File: src/rtl/alu_seq.sv
// Registered execute-stage ALU with valid/ready handshake on both sides.
// Define ALU_MULDIV_EN to build the iterative 1-bit/cycle multiply/divide unit.
module alu_seq #(
    parameter int D_WIDTH = 32,
    parameter int OP_SIZE = 4
) (
    input  logic               clk,
    input  logic               rst_n,
    input  logic               in_valid,
    output logic               in_ready,
    input  logic [OP_SIZE-1:0] alu_op,
    input  logic [D_WIDTH-1:0] a,
    input  logic [D_WIDTH-1:0] b,
    output logic               out_valid,
    input  logic               out_ready,
    output logic [D_WIDTH-1:0] y,
    output logic               zero,
    output logic               busy
);
    localparam int SW = $clog2(D_WIDTH);

`ifdef ALU_MULDIV_EN
    typedef enum logic [1:0] {IDLE, BUSY, DONE} state_t;
`else
    typedef enum logic {IDLE, DONE} state_t;
`endif

    state_t             state_q;
    logic [D_WIDTH-1:0] y_q;
    logic               zero_q;
    logic [SW-1:0]      shamt;
    logic [D_WIDTH-1:0] alu_res;

    always_comb begin
        shamt   = b[SW-1:0];
        alu_res = '0;
        case (alu_op)
            4'd0:    alu_res = a + b;
            4'd1:    alu_res = a - b;
            4'd2:    alu_res = a & b;
            4'd3:    alu_res = a | b;
            4'd4:    alu_res = a ^ b;
            4'd5:    alu_res = {{(D_WIDTH-1){1'b0}}, $signed(a) < $signed(b)};
            4'd6:    alu_res = a << shamt;
            4'd7:    alu_res = a >> shamt;
            4'd14:   alu_res = $signed(a) >>> shamt;
            4'd15:   alu_res = {{(D_WIDTH-1){1'b0}}, a < b};
            default: alu_res = '0;
        endcase
    end

`ifdef ALU_MULDIV_EN
    localparam logic [SW-1:0] LAST = SW'(D_WIDTH - 1);

    logic [OP_SIZE-1:0] op_q;
    logic [D_WIDTH-1:0] d_q, hi_q, lo_q;
    logic [D_WIDTH-1:0] hi_d, lo_d, md_res;
    logic [D_WIDTH-1:0] a_mag, b_mag;
    logic [SW-1:0]      cnt_q;
    logic               negq_q, negr_q;
    logic               is_md, is_mul, sgn, a_neg, b_neg;
    logic [D_WIDTH:0]   sum, rsh, diff;

    always_comb begin
        is_md  = (alu_op >= 4'd8) && (alu_op <= 4'd13);
        is_mul = (alu_op == 4'd8) || (alu_op == 4'd9);
        sgn    = (alu_op == 4'd10) || (alu_op == 4'd12);
        a_neg  = sgn & a[D_WIDTH-1];
        b_neg  = sgn & b[D_WIDTH-1];
        a_mag  = a_neg ? -a : a;
        b_mag  = b_neg ? -b : b;
    end

    // mul: {hi,lo} is a shift-add product; div: hi=remainder, lo=dividend/quotient
    always_comb begin
        sum  = '0;
        rsh  = '0;
        diff = '0;
        hi_d = hi_q;
        lo_d = lo_q;
        if (op_q == 4'd8 || op_q == 4'd9) begin
            sum  = {1'b0, hi_q} + (lo_q[0] ? {1'b0, d_q} : '0);
            hi_d = sum[D_WIDTH:1];
            lo_d = {sum[0], lo_q[D_WIDTH-1:1]};
        end else begin
            rsh  = {hi_q, lo_q[D_WIDTH-1]};
            diff = rsh - {1'b0, d_q};
            if (diff[D_WIDTH]) begin
                hi_d = rsh[D_WIDTH-1:0];
                lo_d = {lo_q[D_WIDTH-2:0], 1'b0};
            end else begin
                hi_d = diff[D_WIDTH-1:0];
                lo_d = {lo_q[D_WIDTH-2:0], 1'b1};
            end
        end
        case (op_q)
            4'd8:         md_res = lo_d;
            4'd9:         md_res = hi_d;
            4'd10, 4'd11: md_res = negq_q ? -lo_d : lo_d;
            4'd12, 4'd13: md_res = negr_q ? -hi_d : hi_d;
            default:      md_res = '0;
        endcase
    end
`endif

    always_ff @(posedge clk or negedge rst_n) begin
        if (!rst_n) begin
            state_q <= IDLE;
            y_q     <= '0;
            zero_q  <= 1'b1;
`ifdef ALU_MULDIV_EN
            op_q    <= '0;
            d_q     <= '0;
            hi_q    <= '0;
            lo_q    <= '0;
            cnt_q   <= '0;
            negq_q  <= 1'b0;
            negr_q  <= 1'b0;
`endif
        end else begin
            case (state_q)
                IDLE: begin
                    if (in_valid) begin
`ifdef ALU_MULDIV_EN
                        if (is_md) begin
                            state_q <= BUSY;
                            op_q    <= alu_op;
                            cnt_q   <= '0;
                            hi_q    <= '0;
                            d_q     <= is_mul ? a : b_mag;
                            lo_q    <= is_mul ? b : a_mag;
                            // divide-by-zero keeps the raw all-ones quotient
                            negq_q  <= (a_neg ^ b_neg) & (b != '0);
                            negr_q  <= a_neg;
                        end else begin
                            state_q <= DONE;
                            y_q     <= alu_res;
                            zero_q  <= (alu_res == '0);
                        end
`else
                        state_q <= DONE;
                        y_q     <= alu_res;
                        zero_q  <= (alu_res == '0);
`endif
                    end
                end
`ifdef ALU_MULDIV_EN
                BUSY: begin
                    hi_q  <= hi_d;
                    lo_q  <= lo_d;
                    cnt_q <= cnt_q + 1'b1;
                    if (cnt_q == LAST) begin
                        state_q <= DONE;
                        y_q     <= md_res;
                        zero_q  <= (md_res == '0);
                    end
                end
`endif
                DONE: begin
                    if (out_ready) state_q <= IDLE;
                end
                default: state_q <= IDLE;
            endcase
        end
    end

    assign in_ready  = (state_q == IDLE);
    assign out_valid = (state_q == DONE);
    assign y         = y_q;
    assign zero      = zero_q;
`ifdef ALU_MULDIV_EN
    assign busy      = (state_q == BUSY);
`else
    assign busy      = 1'b0;
`endif

endmodule
File: config.mk
export PLATFORM = sky130hd
export DESIGN_NAME = alu_seq
export DESIGN_NICKNAME = d
export VERILOG_FILES = /design/src/rtl/alu_seq.sv
export SDC_FILE = /design/constraint.sdc
export NUM_CORES = 1
export LEC_CHECK = 0
export ABC_AREA = 1
export ABC_CLOCK_PERIOD_IN_PS = 1600
export CAP_MARGIN = 10
export CORE_AREA = 5 5 143 145
export DETAILED_ROUTE_END_ITERATION = 10
export DIE_AREA = 0 0 148 150
export HOLD_SLACK_MARGIN = 0.1
export PLACE_DENSITY = 0.84
export REMOVE_ABC_BUFFERS = 1
export SLEW_MARGIN = 20
export SYNTH_ARGS = -nofsm -noshare
export SYNTH_HDL_FRONTEND = slang
export SYNTH_SLANG_ARGS = --single-unit
File: constraint.sdc
create_clock -name clk -period 1.6 [get_ports clk]
set_clock_uncertainty 0.05 [all_clocks]
set_input_delay 0.32 -clock clk [delete_from_list [all_inputs] [get_ports clk]]
set_output_delay 0.32 -clock clk [all_outputs]
set_load 0.05 [all_outputs]
==> results of run 1 <==
-- cell usage after synthesis (all sizes together) --
cell type / n
a211o: 1
a211oi: 7
a21boi: 1
a21oi: 97
a221oi: 2
a22oi: 1
a311oi: 1
a31oi: 4
and2: 3
buf: 85
clkbuf: 12
clkinv: 2
conb: 1
dfrtp: 33
dfstp: 1
fa: 2
ha: 97
inv: 258
nand2: 762
nand3: 423
nand3b: 7
nand4: 25
nor2: 203
nor3: 17
nor3b: 1
nor4: 2
o211ai: 7
o21a: 1
o21ai: 81
o21bai: 9
o221ai: 3
o22ai: 21
or2: 1
xor2: 2
-- through the flow --
stage               hold WS (ns)  setup slack [ns]
floorplan                -0.0256             -1.17
global placement           0.443             -1.68
detailed placement         0.445             -1.86
-- cell families after synthesis --
group / after synthesis / synth area share
buffers and inverters: 357 / 0.137
flip-flops: 34 / 0.0750
adder cells (fa/ha/maj): 99 / 0.110
AO/OA/AOI/OAI: 236 / 0.117
AND/OR/NAND/NOR: 1444 / 0.558
other: 1 / 0.000330
XOR/XNOR: 2 / 0.00154
==> key figures, run 1 <==
Clock network
  – Clk sinks: 34
  – CTS Hold Buffers Added: 0
  – Post-CTS Setup Repair Bufs: 131
  – Post-CTS sizing: 1383
  – Num CTS Buffers: 5
  – Clock Path Buffers: 2
  – Htree depth: 2
  – Root buf cell: clkbuf_16

Floorplanning
  – Initial Util: 0.596
  – Width of the chip: 148 um
  – Core Rows: 51
  – DIE HEIGHT: 150 um
  – IO Pins: 108

Yosys
  – Synth Register Bits: 34
  – Mean Syn Cell Area: 5.23 sq um
  – Mapped Cells: 2173
  – Area leader, netlist: nand2_1
  – Synth area leaders: nand2_1 24%, nand3_1 18%, ha_1 11%
  – Sequential fraction of the synthesis area: 0.0750
  – Unique masters post-synth: 49
  – Warnings, synthesis: 0
  – Yosys top cell area share: 0.242
  – Mapped Area: 0.0114 sq mm

Run status
  – Failing step: clock tree synthesis (4_1_cts)
  – Stop err: [ERROR DPL-0038] Utilization greater than 100%, impossible to legalize
  – Status: aborted with a tool error

Placement
  – Placer Congestion: 1.23
  – DP Area: 0.0158 sq mm
  – Dpl hpwl: 46.3 mm
  – # port buffers: 106
  – Placed Cells: 2837
==> inputs of run 2 (changes only) <==
--- a/config.mk
+++ b/config.mk
@@ -8,11 +8,10 @@
 export ABC_AREA = 1
 export ABC_CLOCK_PERIOD_IN_PS = 1600
 export CAP_MARGIN = 10
-export CORE_AREA = 5 5 143 145
+export CORE_AREA = 5 5 175 177
 export DETAILED_ROUTE_END_ITERATION = 10
-export DIE_AREA = 0 0 148 150
-export HOLD_SLACK_MARGIN = 0.1
-export PLACE_DENSITY = 0.84
+export DIE_AREA = 0 0 180 182
+export PLACE_DENSITY_LB_ADDON = 0.15
 export REMOVE_ABC_BUFFERS = 1
 export SLEW_MARGIN = 20
 export SYNTH_ARGS = -nofsm -noshare
==> run 2 against run 1 <==
The flow now finishes, with violations (setup timing). Synthesized cell count unchanged. Area after synthesis stayed put.
==> key figures, run 2 <==
Yosys
  – Mapped Cells: 2173 (unchanged)
  – Yosys top cell area share: 0.242 (unchanged)
  – Mean Syn Cell Area: 5.23 sq um (unchanged)
  – Sequential fraction of the synthesis area: 0.0750 (unchanged)
  – Unique masters post-synth: 49 (unchanged)
  – Synth area leaders: nand2_1 24%, nand3_1 18%, ha_1 11%
  – Post-synth EDFFs: 0 (unchanged)
  – Mapped Area: 0.0114 sq mm (unchanged)
  – Commonest cells in the netlist: 732 x nand2_1, 406 x nand3_1, 242 x inv_1
  – Synth async-reset ratio: 1.00 (unchanged)
  – Count leader, synth: nand2_1
  – Area leader, netlist: nand2_1
  – Synth Register Bits: 34 (unchanged)
  – Warnings, synthesis: 0 (unchanged)
  – Main flop type after synthesis: dfrtp_1

Timing
  – Relative max-transition margin: 0.584
  – Least-Margin Pin Slew: 0.623 ns
  – Final Setup Violations: 33
  – Period utilisation layout: 1.66
  – Final hold vios: 0
  – Fin worst setup slack: -1.06 ns
  – RSZ-0062 raised after global routing: yes
  – Post-Route Setup TNS: -22.89 ns
  – Fin crit period: 2.66 ns
  – Max Slew Vio Count: 0
  – Fmax: 376 MHz

Global route
  – Pin count of the biggest net entering global routing: 53
  – First-pass GRT wire length: 104 mm
  – Vias in the first global route: 18300
  – Initial antenna violation count: 2
  – GRT Util Overall: 0.403
  – Congestion Overflow GR: 0

Clock network
  – Clk_lat worst skew: 0.28 ns
  – CTS tree: built
  – Root buf cell: clkbuf_16
  – Htree depth: 2 (unchanged)
  – Clk sinks: 34 (unchanged)
  – Clock Path Buffers: 2 (unchanged)
  – CTS Hold Buffers Added: 0 (unchanged)
  – Clock-pin slew on the worst setup and hold paths: 0.06 ns
  – Num CTS Buffers: 5 (unchanged)

Worst hold path
  – Worst min-delay path class: input pin to async pin

Final layout
  – Most frequent cells in the layout: 595 x buf_4, 530 x nand2_1, 315 x nand3_1
  – Area Overhead vs Synth: 94.3%
  – Commonest non-fill, non-tap cell in the layout: buf_4
  – Fin area: 0.0221 sq mm
  – Layout cell share with drive strength beyond 1: 0.547
  – Max reg flops: 32
  – Nets: 3068
  – Non-filler cells, final: 3289

Drt
  – First drt pass iteration count: 7
  – Met1 Wirelength: 27.4 mm
  – Met2 WL: 33.9 mm
  – Routed WL: 74.9 mm
  – Drt drc: 0
  – Avg WL per Cell: 22.8 um
  – ANT nets after route: 0
  – Wire length on met3: 7.18 mm
  – Via density per instance: 5.87
  – Highest Signal Layer: met5
  – 1st-iter DRT viols: 2229
  – Vias: 19300

Worst setup path
  – Setup CP Type: input pin to register
  – Crit path cell chain: buf_8, clkinv_4, ha_4, inv_2, fa_2, nand2_2, nand2_4, and2_4, buf_6, or2_0, nand3_1, nand4_1, a21oi_2, nand2_2, nor2_4, nand3_2, nor2_2, nand3_1, nand2_1
  – Reg2reg setup slack: 0.20 ns
  – Kind of cell adding the most delay to the critical path: simple AND/OR/NAND/NOR gates
  – Crit path DAT: 2.83 ns
  – Type of origin of the critical path: input pin
  – WP data required: 1.78 ns
  – Max stage delay cell, worst path: fa_2
  – Slowest stage delay, CP: 0.36 ns
  – Crit. End Element: register
  – Reg-to-Reg Start: out_valid
  – Max FO, Critical Path: 3
  – Buf+Inv Stages, Crit Path: 4
  – Critical Path Start: a[0]

Floorplanning
  – DIE HEIGHT: 182 um (+21%)
  – Core area: 0.0291 sq mm
  – Die footprint: 0.0328 sq mm
  – Width of the chip: 180 um (+22%)
  – Initial Util: 0.391 (-0.205)
  – Core Rows: 63 (+24%)
  – IO Pins: 108 (unchanged)

Pwr
  – Leakage Power: 11.3 nW
  – Power Density: 515 mW/mm^2
  – Peak VDD IR: 0.000631 V
  – Design Power: 11.4 mW

Placement
  – Placed Cells: 3150 (+11%)
  – DP Area: 0.0172 sq mm (+8.9%)
  – Placer Congestion: 1.07 (-13%)
  – Dpl hpwl: 53.7 mm (+16%)
  – # port buffers: 106 (unchanged)

Run status
  – Status: complete, but fails checks
  – Failing checks: setup timing

Job
  – Max_cap viols: 0
[run 2: cell counts after synthesis]
Identical to the previous run, type by type.
[run 2: through the flow]
step	util	worst slack, ns	hold WS, ns
2_1_floorplan	-	-1.17	-0.0256
3_3_place_gp	0.592	-2.06	0.445
3_5_place_dp	0.592	-2.07	0.440
4_1_cts	0.716	-0.906	0.372
5_1_grt	0.759	-1.10	0.372
6_report	0.759	-1.06	0.360
[run 2: path summary, 6_finish.rpt]
kind                       depth (start not counted)  endpoint
max                                               19      zero
min                                                2      y[4]
max reg2reg                                        5     y[19]
min reg2reg                                        2      zero
max in group asynchronous                          2      zero
min in group clk                                   2      zero
[run 2: timing repair]
| item | 4_1_cts | 5_1_grt |
|---|---|---|
| pin swaps | 219 | 132 |
| setup endpoints to repair | 33 | 33 |
| hold endpoints to repair | 0 | 0 |
| gates resized for setup | 1010 | 327 |
| cloned | 3 | 0 |
| buffers inserted | 93 | 44 |
[run 2: cells by family (layout without fill, tap and decap cells)]
| group | after synthesis | in the layout | synth area share |
|---|---|---|---|
| flip-flops | 34 | 34 | 0.0750 |
| buffers and inverters | 357 | 1082 | 0.137 |
| adder cells (fa/ha/maj) | 99 | 99 | 0.110 |
| AND/OR/NAND/NOR | 1444 | 1444 | 0.558 |
| XOR/XNOR | 2 | 2 | 0.00154 |
| other | 1 | 2 | 0.000330 |
| AO/OA/AOI/OAI | 236 | 236 | 0.117 |
[run 2: where the power goes]
part,internal [mW],switching [mW],leakage [nW],total (mW)
clock network,0.617,0.369,0.0739,0.987
logic,4.02,5.14,10.8,9.16
registers,1.03,0.193,0.439,1.22
total,5.66,5.70,11.3,11.4
[run 2: cell type report]
| cell class | count | area [sq um] |
|---|---|---|
| clock buffer | 7 | 143 |
| tap | 390 | 488 |
| fill | 2163 | 7010 |
| timing repair buffer | 813 | 7290 |
| antenna | 1 | 2.50 |
| multi-input combinational | 1782 | 12200 |
| sequential | 34 | 852 |
| clock inverter | 1 | 5.00 |
| timing repair inverter | 1 | 11.3 |
| inverter | 260 | 1040 |
[run 2: metal layers]
metal,track usage,vias to the layer above
met5,0,-
met4,0.230,2
met3,0.0691,469
met2,0.675,1298
met1,0.488,9009
li1,-,8524
Note: power is estimated with default switching activity, not from simulation.
==> inputs of run 3 (changes only) <==
--- a/config.mk
+++ b/config.mk
@@ -6,7 +6,6 @@
 export NUM_CORES = 1
 export LEC_CHECK = 0
 export ABC_AREA = 1
-export ABC_CLOCK_PERIOD_IN_PS = 1600
 export CAP_MARGIN = 10
 export CORE_AREA = 5 5 175 177
 export DETAILED_ROUTE_END_ITERATION = 10
==> results of run 3 <==
The final DEF is identical to that of run 2; final timing and power are the same.
==> inputs of run 4 (changes only) <==
==> constraint.sdc (replaced) <==
create_clock -name clk -period 2.6 [get_ports clk]
set_clock_uncertainty 0.05 [all_clocks]
set_input_delay 0.52 -clock clk [delete_from_list [all_inputs] [get_ports clk]]
set_output_delay 0.52 -clock clk [all_outputs]
set_load 0.05 [all_outputs]
==> run 4 against run 3 <==
The flow still finishes with violations (setup timing). Sequential cell count stayed put. Utilization fell by 7.8 points. Global-route usage down 1.7 points. Largest cell class unchanged.
==> key figures, run 4 (synthesized netlist as in run 2, its figures left out) <==
Worst hold path
  – Worst min-delay path class: register to register

Pwr
  – Leakage Power: 10.3 nW (-9.1%)
  – Power Density: 307 mW/mm^2 (-40%)
  – Design Power: 6.09 mW (-46%)
  – Peak VDD IR: 0.000359 V (-43%)

Floorplanning
  – DIE HEIGHT: 182 um (unchanged)
  – Die footprint: 0.0328 sq mm (unchanged)
  – Core area: 0.0291 sq mm (unchanged)
  – Core Rows: 63 (unchanged)
  – IO Pins: 108 (unchanged)
  – Width of the chip: 180 um (unchanged)
  – Initial Util: 0.391 (unchanged)

Global route
  – First-pass GRT wire length: 98.5 mm (-4.9%)
  – Vias in the first global route: 17300 (-5.9%)
  – Congestion Overflow GR: 0 (unchanged)
  – GRT Util Overall: 0.386 (-0.0172)
  – Initial antenna violation count: 0 (-2)
  – Pin count of the biggest net entering global routing: 53 (unchanged)

Final layout
  – Area Overhead vs Synth: 74.2%
  – Most frequent cells in the layout: 603 x nand2_1, 575 x buf_4, 357 x nand3_1
  – # fillers: 2643 (+22%)
  – Final Core Density: 0.681 (-0.0784)
  – Nets: 2993 (-2.4%)
  – Max reg flops: 32 (unchanged)
  – Layout cell share with drive strength beyond 1: 0.439 (-0.108)
  – Commonest non-fill, non-tap cell in the layout: nand2_1
  – Antenna diodes: 0 (-1)

Timing
  – Final hold vios: 0 (unchanged)
  – Fin worst setup slack: -0.134 ns (+0.922 ns)
  – Least-Margin Pin Slew: 0.674 ns (+0.0506 ns)
  – Fin crit period: 2.73 ns
  – Period utilisation layout: 1.05
  – Final Setup Violations: 4 (-88%)
  – Hold_ws: 0.427 ns (+0.0674 ns)
  – Post-Route Setup TNS: -0.246 ns (+22.64 ns)
  – Max Slew Vio Count: 0 (unchanged)
  – Relative max-transition margin: 0.547 (-0.0372)
  – Fmax: 366 MHz
  – RSZ-0062 raised after global routing: yes

Placement
  – Placer Congestion: 1.06 (-1.5%)
  – Dpl hpwl: 54.0 mm (+0.61%)
  – # port buffers: 106 (unchanged)
  – Pre-CTS setup slack: -1.26 ns (+0.816 ns)

Clock network
  – Htree depth: 2 (unchanged)
  – Num CTS Buffers: 5 (unchanged)
  – Root buf cell: clkbuf_16
  – Clk sinks: 34 (unchanged)
  – Clk_lat worst skew: 0.29 ns (about the same)
  – CTS tree: built
  – Clock-pin slew on the worst setup and hold paths: 0.06 ns (about the same)
  – Clock Path Buffers: 2 (unchanged)

Drt
  – 1st-iter DRT viols: 1900 (-15%)
  – First drt pass iteration count: 6 (-1)
  – Vias: 18000 (-6.9%)
  – Avg WL per Cell: 21.0 um (-8.0%)
  – Drt drc: 0 (unchanged)
  – ANT nets after route: 0 (unchanged)
  – Via density per instance: 5.59 (-4.7%)
  – Routed WL: 67.4 mm (-10%)

Worst setup path
  – Crit path DAT: 2.92 ns (+0.09 ns)
  – Max FO, Critical Path: 3 (unchanged)
  – Crit. End Element: register
  – WP data required: 2.78 ns (+1.00 ns)
  – Type of origin of the critical path: input pin
  – Setup CP Type: input pin to register

Run status
  – Failing checks: setup timing
  – Status: complete, but fails checks

Job
  – Max_cap viols: 0 (unchanged)
[run 4: report_power, final]
part           leakage, nW  switching [mW]  total (mW)  internal, mW
Sequential           0.439          0.0612       0.694         0.633
Combinational         9.78            2.82        4.78          1.96
Clock               0.0739           0.236       0.616         0.380
Total                 10.3            3.11        6.09          2.97
[run 4: path summary, 6_finish.rpt]
path	start	end	slack, ns	cells after the start
setup / recovery	a[0]	zero	-0.13	19
hold / removal	zero	zero	0.43	2
setup reg to reg	out_valid	zero	1.28	9
hold reg to reg	zero	zero	0.43	2
max in group asynchronous	rst_n	zero	1.56	2
min in group asynchronous	rst_n	y[5]	0.59	2
[run 4: final cells by class]
type | instances | area, sq um | area share
Clock buffer | 7 | 143 | 0.00721
Clock inverter | 1 | 5.00 | 0.000253
Inverter | 260 | 1020 | 0.0515
Multi-Input combinational cell | 1782 | 11200 | 0.566
Sequential cell | 34 | 852 | 0.0430
Tap cell | 390 | 488 | 0.0247
Timing Repair Buffer | 739 | 6080 | 0.307
[run 4: what timing repair did]
item                       4_1_cts  5_1_grt
gates cloned                     2        1
setup buffers                   66       22
setup endpoints to repair       33       22
gates resized for setup        640      223
pin swaps                      152      116
hold buffers                     0        0
[run 4: metrics by stage]
stage,std cells,area (sq um)
6_report,3213,19800
2_1_floorplan,2076,10800
4_1_cts,3193,19100
5_1_grt,3213,19800
3_3_place_gp,3118,16600
3_5_place_dp,3118,16600
[run 4: metal layers]
layer | GRT usage | vias to the layer above | part of all wire
met5 | 0 | - | 0
met4 | 0.177 | 0 | 0.062
met3 | 0.0569 | 236 | 0.082
met2 | 0.652 | 926 | 0.46
met1 | 0.485 | 8452 | 0.40
li1 | - | 8362 | -
[run 4: worst max-delay path, cell delays in order]
cell and delay (ns):
buf_8 0.11, inv_4 0.05, ha_4 0.14, inv_4 0.04, fa_2 0.34, nand2_2 0.11, nand2_4 0.07, and2_4 0.15
buf_6 0.11, or2_0 0.19, nand3_1 0.07, nand4_1 0.16, a21oi_2 0.19, nand2_2 0.09, nor2_4 0.14, nand3_2 0.12
nor2_4 0.15, nand3_2 0.09, nand2_1 0.07
